===== config.mk =====
export PLATFORM = sky130hd
export DESIGN_NAME = serial_adder_ctrl
export DESIGN_NICKNAME = d
export VERILOG_FILES = /design/src/rtl/serial_adder_ctrl_pkg.sv /design/src/rtl/serial_adder_ctrl_full_adder.sv /design/src/rtl/serial_adder_ctrl.sv
export SDC_FILE = /design/constraint.sdc
export NUM_CORES = 1
export LEC_CHECK = 0
export ABC_AREA = 1
export BUFFER_PORTS_ARGS = -buffer_cell sky130_fd_sc_hd__clkbuf_2
export CORE_ASPECT_RATIO = 0.5
export CORE_MARGIN = 5
export CORE_UTILIZATION = 54
export CTS_CLUSTER_DIAMETER = 30
export DETAILED_ROUTE_END_ITERATION = 8
export PLACE_DENSITY_LB_ADDON = 0.2
export SKIP_LAST_GASP = 1
export SLEW_MARGIN = 20
export SYNTH_ARGS = -nofsm -noshare
export SYNTH_HDL_FRONTEND = slang
export SYNTH_SLANG_ARGS = --single-unit

===== constraint.sdc =====
create_clock -name clk -period 1.7 [get_ports clk]
set_input_delay 0 -clock clk [delete_from_list [all_inputs] [get_ports clk]]
set_output_delay 0 -clock clk [all_outputs]
set_load 0.01 [all_outputs]

===== src/rtl/serial_adder_ctrl_pkg.sv =====
// Shared definitions for the bit-serial adder controller and its bench.
package serial_adder_ctrl_pkg;

    // Legal operand width range
    localparam int WIDTH_MIN = 1;
    localparam int WIDTH_MAX = 64;

    // Controller states
    typedef enum logic [1:0] {
        IDLE = 2'd0,
        RUN  = 2'd1,
        DONE = 2'd2
    } state_e;

endpackage


===== src/rtl/serial_adder_ctrl_full_adder.sv =====
// Single-bit full adder; the one shared arithmetic cell of the serial adder.
module full_adder (
    input  logic A,
    input  logic B,
    input  logic Cin,
    output logic S,
    output logic Cout
);

    assign S    = A ^ B ^ Cin;
    assign Cout = (A & B) | (Cin & (A ^ B));

endmodule


===== src/rtl/serial_adder_ctrl.sv =====
// Bit-serial adder controller: one full_adder stepped LSB-first over WIDTH
// bits, with a registered sum/carry-out and a one-cycle done pulse.
module serial_adder_ctrl
    import serial_adder_ctrl_pkg::*;
#(
    parameter int WIDTH = 8
) (
    input  logic             clk,
    input  logic             rst_n,
    input  logic             start,
    input  logic [WIDTH-1:0] a,
    input  logic [WIDTH-1:0] b,
    input  logic             cin,
    output logic             busy,
    output logic             done,
    output logic [WIDTH-1:0] sum,
    output logic             cout
);

    // Counter only needs to reach WIDTH-1; keep at least one bit for WIDTH=1.
    localparam int CW = (WIDTH > 1) ? $clog2(WIDTH) : 1;
    localparam logic [CW-1:0] LAST = CW'(WIDTH - 1);

    generate
        if (WIDTH < WIDTH_MIN || WIDTH > WIDTH_MAX) begin : g_bad_width
            $error("serial_adder_ctrl: WIDTH=%0d outside %0d..%0d", WIDTH, WIDTH_MIN, WIDTH_MAX);
        end
    endgenerate

    state_e           state_q, state_d;
    logic [CW-1:0]    cnt_q, cnt_d;
    logic [WIDTH-1:0] a_sh_q, a_sh_d;
    logic [WIDTH-1:0] b_sh_q, b_sh_d;
    logic [WIDTH-1:0] sum_sh_q, sum_sh_d;
    logic             carry_q, carry_d;
    logic [WIDTH-1:0] sum_q, sum_d;
    logic             cout_q, cout_d;
    logic             busy_q, busy_d;
    logic             done_q, done_d;
    logic             fa_s, fa_cout;

    // The shared cell always looks at the operand LSBs and the carry flop.
    full_adder u_fa (
        .A    (a_sh_q[0]),
        .B    (b_sh_q[0]),
        .Cin  (carry_q),
        .S    (fa_s),
        .Cout (fa_cout)
    );

    // Next-state, datapath stepping and output-register loads.
    always_comb begin
        state_d  = state_q;
        cnt_d    = cnt_q;
        a_sh_d   = a_sh_q;
        b_sh_d   = b_sh_q;
        sum_sh_d = sum_sh_q;
        carry_d  = carry_q;
        sum_d    = sum_q;
        cout_d   = cout_q;
        case (state_q)
            IDLE: begin
                if (start) begin
                    a_sh_d  = a;
                    b_sh_d  = b;
                    carry_d = cin;
                    cnt_d   = '0;
                    state_d = RUN;
                end
            end
            RUN: begin
                a_sh_d   = a_sh_q >> 1;
                b_sh_d   = b_sh_q >> 1;
                // Sum bits enter at the MSB so the LSB lands at bit 0 after WIDTH steps.
                sum_sh_d = sum_sh_q >> 1;
                sum_sh_d[WIDTH-1] = fa_s;
                carry_d  = fa_cout;
                cnt_d    = cnt_q + 1'b1;
                if (cnt_q == LAST) begin
                    state_d = DONE;
                    sum_d   = sum_sh_d;
                    cout_d  = fa_cout;
                end
            end
            DONE:    state_d = IDLE;
            default: state_d = IDLE;
        endcase
        // Status flags are registered copies of the upcoming state.
        busy_d = (state_d == RUN);
        done_d = (state_d == DONE);
    end

    // State, datapath and output registers; reset discards any running add.
    always_ff @(posedge clk or negedge rst_n) begin
        if (!rst_n) begin
            state_q  <= IDLE;
            cnt_q    <= '0;
            a_sh_q   <= '0;
            b_sh_q   <= '0;
            sum_sh_q <= '0;
            carry_q  <= 1'b0;
            sum_q    <= '0;
            cout_q   <= 1'b0;
            busy_q   <= 1'b0;
            done_q   <= 1'b0;
        end else begin
            state_q  <= state_d;
            cnt_q    <= cnt_d;
            a_sh_q   <= a_sh_d;
            b_sh_q   <= b_sh_d;
            sum_sh_q <= sum_sh_d;
            carry_q  <= carry_d;
            sum_q    <= sum_d;
            cout_q   <= cout_d;
            busy_q   <= busy_d;
            done_q   <= done_d;
        end
    end

    assign busy = busy_q;
    assign done = done_q;
    assign sum  = sum_q;
    assign cout = cout_q;

endmodule


# Word level (Yosys, flattened, before mapping)
# Cells that the tools add are included.
[word_totals]
word_cells = 36
register_bits = 41
in_bits = 20
[op_classes]
bitwise_logic = 5
reduce_logical = 4
mux = 11
eq_ne = 5
addsub = 1
[ops]
columns = ["op", "n"]
rows = [
  ["8-bit case mux with 2 select lines", 2],
  ["8-bit 2-to-1 mux", 2],
  ["3-bit case mux with 2 select lines", 1],
  ["2-bit by 1-bit equality test with 1-bit output, second input constant", 2],
  ["2-bit 2-to-1 mux", 2],
  ["2-bit case mux with 2 select lines", 1],
  ["2-bit AND reduction", 2],
  ["3-bit by 1-bit adder with 3-bit output, second input constant", 1],
  ["3-bit equality test, second input constant", 1],
  ["3-bit 2-to-1 mux", 1],
  ["1-bit AND", 2],
  ["2-bit equality test, second input constant", 1],
  ["2-bit logical NOT", 1],
  ["2-bit inequality test, second input constant", 1],
  ["1-bit case mux with 2 select lines", 1],
  ["2-bit nonzero test", 1],
  ["1-bit bitwise XOR", 2],
  ["1-bit 2-to-1 mux", 1],
  ["1-bit OR", 1],
]

# Depth between registers and ports, before layout
[logic_depth]
ltp_word = 4
mapped_depth = 8
depth_no_buf = 6

# Modules after synthesis
# Synthesis repeated with hierarchy kept, for this count alone.
[unflattened]
hier_cells = 222
hier_area_um2 = 1871.8
[by_module_without_submodules]
columns = ["module", "instances", "area_each_um2", "cells_each"]
rows = [
  ["serial_adder_ctrl", 1, 1851.8, 221],
  ["full_adder", 1, 20.0, 1],
]

# Worst setup path after synthesis
# No wires, ideal clock.
[synth_path]
kind = "reg2reg"
start = "reg cnt_q[0]"
end = "reg sum_q[1], in the netlist sum[1]"
path_slack_ps = 435
t_arrival_ps = 1139
path_stages_with_launch = 6
period_less_slack_ps = 1265
cell_sequence = "dfrtp_1 ha_1 ha_1 nand3_4 buf_2 o21ai_0"
[synth_via]
elab_chain_len = 2
[synth_lines]
columns = ["element", "line", "text"]
rows = [
  ["start, declared", "serial_adder_ctrl.sv:31", "logic [CW-1:0] cnt_q, cnt_d;"],
  ["start signal, assigned", "serial_adder_ctrl.sv:108", "cnt_q <= cnt_d;"],
  ["3-bit equality test", "serial_adder_ctrl.sv:79", "if (cnt_q == LAST) begin"],
  ["2-bit AND reduction (no line)", "n/a", ""],
  ["end signal, assigned", "serial_adder_ctrl.sv:113", "sum_q <= sum_d;"],
  ["end, declared", "serial_adder_ctrl.sv:36", "logic [WIDTH-1:0] sum_q, sum_d;"],
]
# No other way between the ends.
# A chain may end at the register's enable or synchronous reset.

# Worst setup path in the final report
[layout_path]
start = "reg state_q[0]"
end = "reg cout_q, in the netlist cout"
[layout_via]
elab_chain_len = 2
[layout_lines]
columns = ["element", "line", "text"]
rows = [
  ["start, declared", "serial_adder_ctrl.sv:30", "state_e state_q, state_d;"],
  ["start signal, assigned", "serial_adder_ctrl.sv:107", "state_q <= state_d;"],
  ["2-bit by 1-bit equality test with 1-bit output", "serial_adder_ctrl.sv:61", "case (state_q)"],
  ["2-bit AND reduction (no line)", "n/a", ""],
  ["end signal, assigned", "serial_adder_ctrl.sv:114", "cout_q <= cout_d;"],
  ["end, declared", "serial_adder_ctrl.sv:37", "logic cout_q, cout_d;"],
]
# No other way between the ends.

==> key figures <==
CTS
  • CTS tree: built
  • Clk root buf: clkbuf_8
  • H-tree lvl count: 2
  • Num CTS Buffers: 5
  • Clk buf depth: 2
  • Reg clk slew, reported paths: ~80 ps
  • Clk_lat worst skew: 290 ps
  • Num Clock Sinks: 40

Pwr
  • Clk pwr share: 21.9%
  • Power Density: 1680 nW/µm²
  • P_int: between 2 and 2.5 mW
  • P_sw: 1.39 mW
  • Combinational share of power: 35.8%
  • P_leak: 1.23 nW
  • VDD IR max: approximately 1.2 mV
  • Seq pwr share: a little over two fifths
  • Sw Ratio: 37.2%

Die
  • Core ar.: around 3000 µm²
  • Num rows: 14
  • Die Width: 91.4 µm
  • Initial Util: 58.1%
  • Chip Height: just over 50 µm
  • Die Area: 4640 µm²
  • IO Pins: 31

Logic synthesis
  • Post-Synth XOR/XNOR Area: 0%
  • Async S/R FF share, synth: 100%
  • Post-synthesis simple-gate area fraction: slightly below 30%
  • Number of flops mapped to enable cells by yosys: 0
  • Synth top area share: 55.9%
  • Multiplexer area fraction after synthesis: 0%
  • Yosys cell types: 14
  • Largest area contributor in the netlist: dfrtp_1
  • Top cells by area, synth: dfrtp_1 56%, nand2_1 22%, nand3_1 5.3%
  • Mapped Cells: 210
  • Adder-cell area share of the yosys netlist: 2.52%
  • Synthesized area: 1790 µm²
  • Syn avg cell area: 8.53 µm²
  • Largest family of logic cells by synthesized area: simple AND/OR/NAND/NOR gates
  • Synthesized flop and latch total: 40
  • Commonest register cell after synthesis: dfrtp_1
  • Most frequent cell after synthesis: nand2_1
  • Most instantiated cells after synthesis: 105 x nand2_1, 40 x dfrtp_1, 19 x nand3_1, 11 x inv_1
  • Synth Warn #: 0
  • Mapped Nets: 233
  • Area fraction in compound gates after synthesis: 5.03%
  • Sequential share of the synthesized area: 55.9%

Placed design
  • Hpwl dp: 2260 µm
  • IO Port Bufs: 30
  • Routability cong.: 0.810
  • Area after DPL: 1940 µm²

Final layout
  • Number of nets in the layout: 280
  • Area growth syn-to-layout: 23.8%
  • Post-route cell area: around 2200 µm²
  • Layout cells sized above 1: 17.8%
  • Ant diodes: 0

Timing
  • Actual slew at the worst max-slew pin: between 400 and 500 ps
  • Fin crit share: a little over four fifths
  • Fin. Hold Viols: 0
  • RSZ-0062 raised after global routing: false
  • Layout Skew: a little over 10 ps
  • Final setup violating endpoints: 0
  • Final min period: approximately 1400 ps
  • Worst slew margin: 68.6%
  • Max Fclk: 703 MHz
  • Final Max Slew Viols: 0
  • Setup_tns: 0 ps

Worst setup path
  • Max incr delay on CP: 600 ps
  • Crit path launch type: flip-flop
  • CP bufs+invs: 2
  • Cell family with most CP delay: flip-flops
  • Crit-path max FO: 18
  • Worst Setup Path Type: flip-flop to flip-flop
  • CP endpoint kind: flip-flop
  • Worst EP arrival: between 1500 and 2000 ps
  • CP Cell Sequence: buf_4 -> nand3_4 -> inv_1 -> nand2_1 -> nand2_1
  • CP required: 1930 ps
  • Crit-path slowest cell: dfrtp_1
  • Worst path most repeated cell: nand2_1

Global routing
  • Vias in the first global route: roughly 1400
  • Initial antenna violation count: 0
  • First-pass GRT wire length: 6200 µm
  • Largest net degree at the start of global routing: 33
  • GRT Residual Overflow: 0
  • Total track usage: about 17%

Worst hold path
  • Type of the tightest min-delay check: primary input to flip-flop

Drt
  • DRT antenna net count: 0
  • Vias: around 1500
  • Routed wire per std cell: approximately 12 µm
  • DRT Pass-1 Iters: 4
  • Initial DRC Count: 83
  • WL final: between 3000 and 4000 µm
  • Post-route DRC: 0
  • Routed vias/inst: 4.92

Run
  • Max cap viols: 0

Status
  • Outcome: complete, no violations
==> sequential cells by signal (all words and copies together), names as in the netlist <==
| name | cells |
|---|---|
| b_sh_q | 8 |
| cnt_q | 3 |
| done | 1 |
| cout | 1 |
| sum | 8 |
| state_q | 2 |
| busy | 1 |
| carry_q | 1 |
| sum_sh_q | 7 |
| a_sh_q | 8 |
==> routing by layer <==
metal	part of all wire (%)	track usage, %
met1	47	22.4
met2	44	26.8
met3	7.2	4.48
met4	0.89	5.37
met5	0	0
==> tightest hold or removal path, stage by stage <==
cell and delay, ps:
clkbuf_2 80, nand2_1 50, nand2_1 50, nand2_1 40, nand2_1 50
==> cell usage in the layout (no fill, tap or decap), drive strengths merged <==
| master | instances |
|---|---|
| nand2 | 106 |
| clkbuf | 36 |
| bufinv | 1 |
| ha | 2 |
| nor2 | 1 |
| buf | 6 |
| clkinv | 1 |
| o21ai | 18 |
| fa | 1 |
| dlygate4sd3 | 15 |
| dfrtp | 40 |
| nand3 | 20 |
| inv | 11 |
==> cell type report <==
| class | count | area, µm² |
|---|---|---|
| multi-input cells | 148 | 657 |
| clock inverters | 2 | 38.8 |
| flip-flops and latches | 40 | 1000 |
| inverters | 11 | 41.3 |
| repair buffers | 51 | 345 |
| fillers | 240 | 867 |
| clock buffers | 6 | 82.6 |
| well taps | 40 | 50.0 |
==> path summary, 6_finish.rpt <==
| path | start | end | slack [ps] | cells after the start |
|---|---|---|---|---|
| worst max-delay path | state_q[0] | cout | 280 | 5 |
| min in group asynchronous | rst_n | a_sh_q[7] | 190 | 2 |
| worst max register to register | state_q[0] | cout | 280 | 5 |
| worst min-delay path | a[1] | a_sh_q[1] | 8 | 5 |
| worst min register to register | a_sh_q[3] | a_sh_q[3] | 480 | 2 |
| max in group asynchronous | rst_n | sum[7] | 960 | 3 |
==> cell families after synthesis <==
| logic type | after synthesis |
|---|---|
| adders and majority gates | 3 |
| AOI/OAI and AO/OA | 18 |
| and+or+nand+nor | 127 |
| buffers and inverters | 22 |
| DFF | 40 |
==> stage by stage <==
stage	total power, mW	setup slack [ps]	utilization (%)	hold slack, ps	cells
finish	3.73	278	71.9	7.55	298
global route	4.11	139	71.9	30.3	298
CTS	3.78	267	71.9	0.464	298
detailed placement	2.92	295	63.1	-21.3	275
global placement	2.88	290	63.1	-24.2	275
floorplan	2.65	435	-	-296	210
==> power groups by stage <==
| stage | combinational [mW] | sequential, mW | clock [mW] |
|---|---|---|---|
| 2_1_floorplan | 1.05 | 1.59 | 0 |
| 4_1_cts | 1.36 | 1.58 | 0.843 |
| 5_1_grt | 1.59 | 1.63 | 0.891 |
| 3_3_place_gp | 1.29 | 1.59 | 0 |
| 6_report | 1.34 | 1.58 | 0.817 |
| 3_5_place_dp | 1.33 | 1.59 | 0 |
==> what timing repair did <==
action | 4_1_cts | 5_1_grt
hold buffers | 15 | 0
gates resized for setup | 0 | 0
setup buffers | 0 | 0
hold endpoints to repair | 31 | 0
Note: power is estimated with default switching activity, not from simulation.
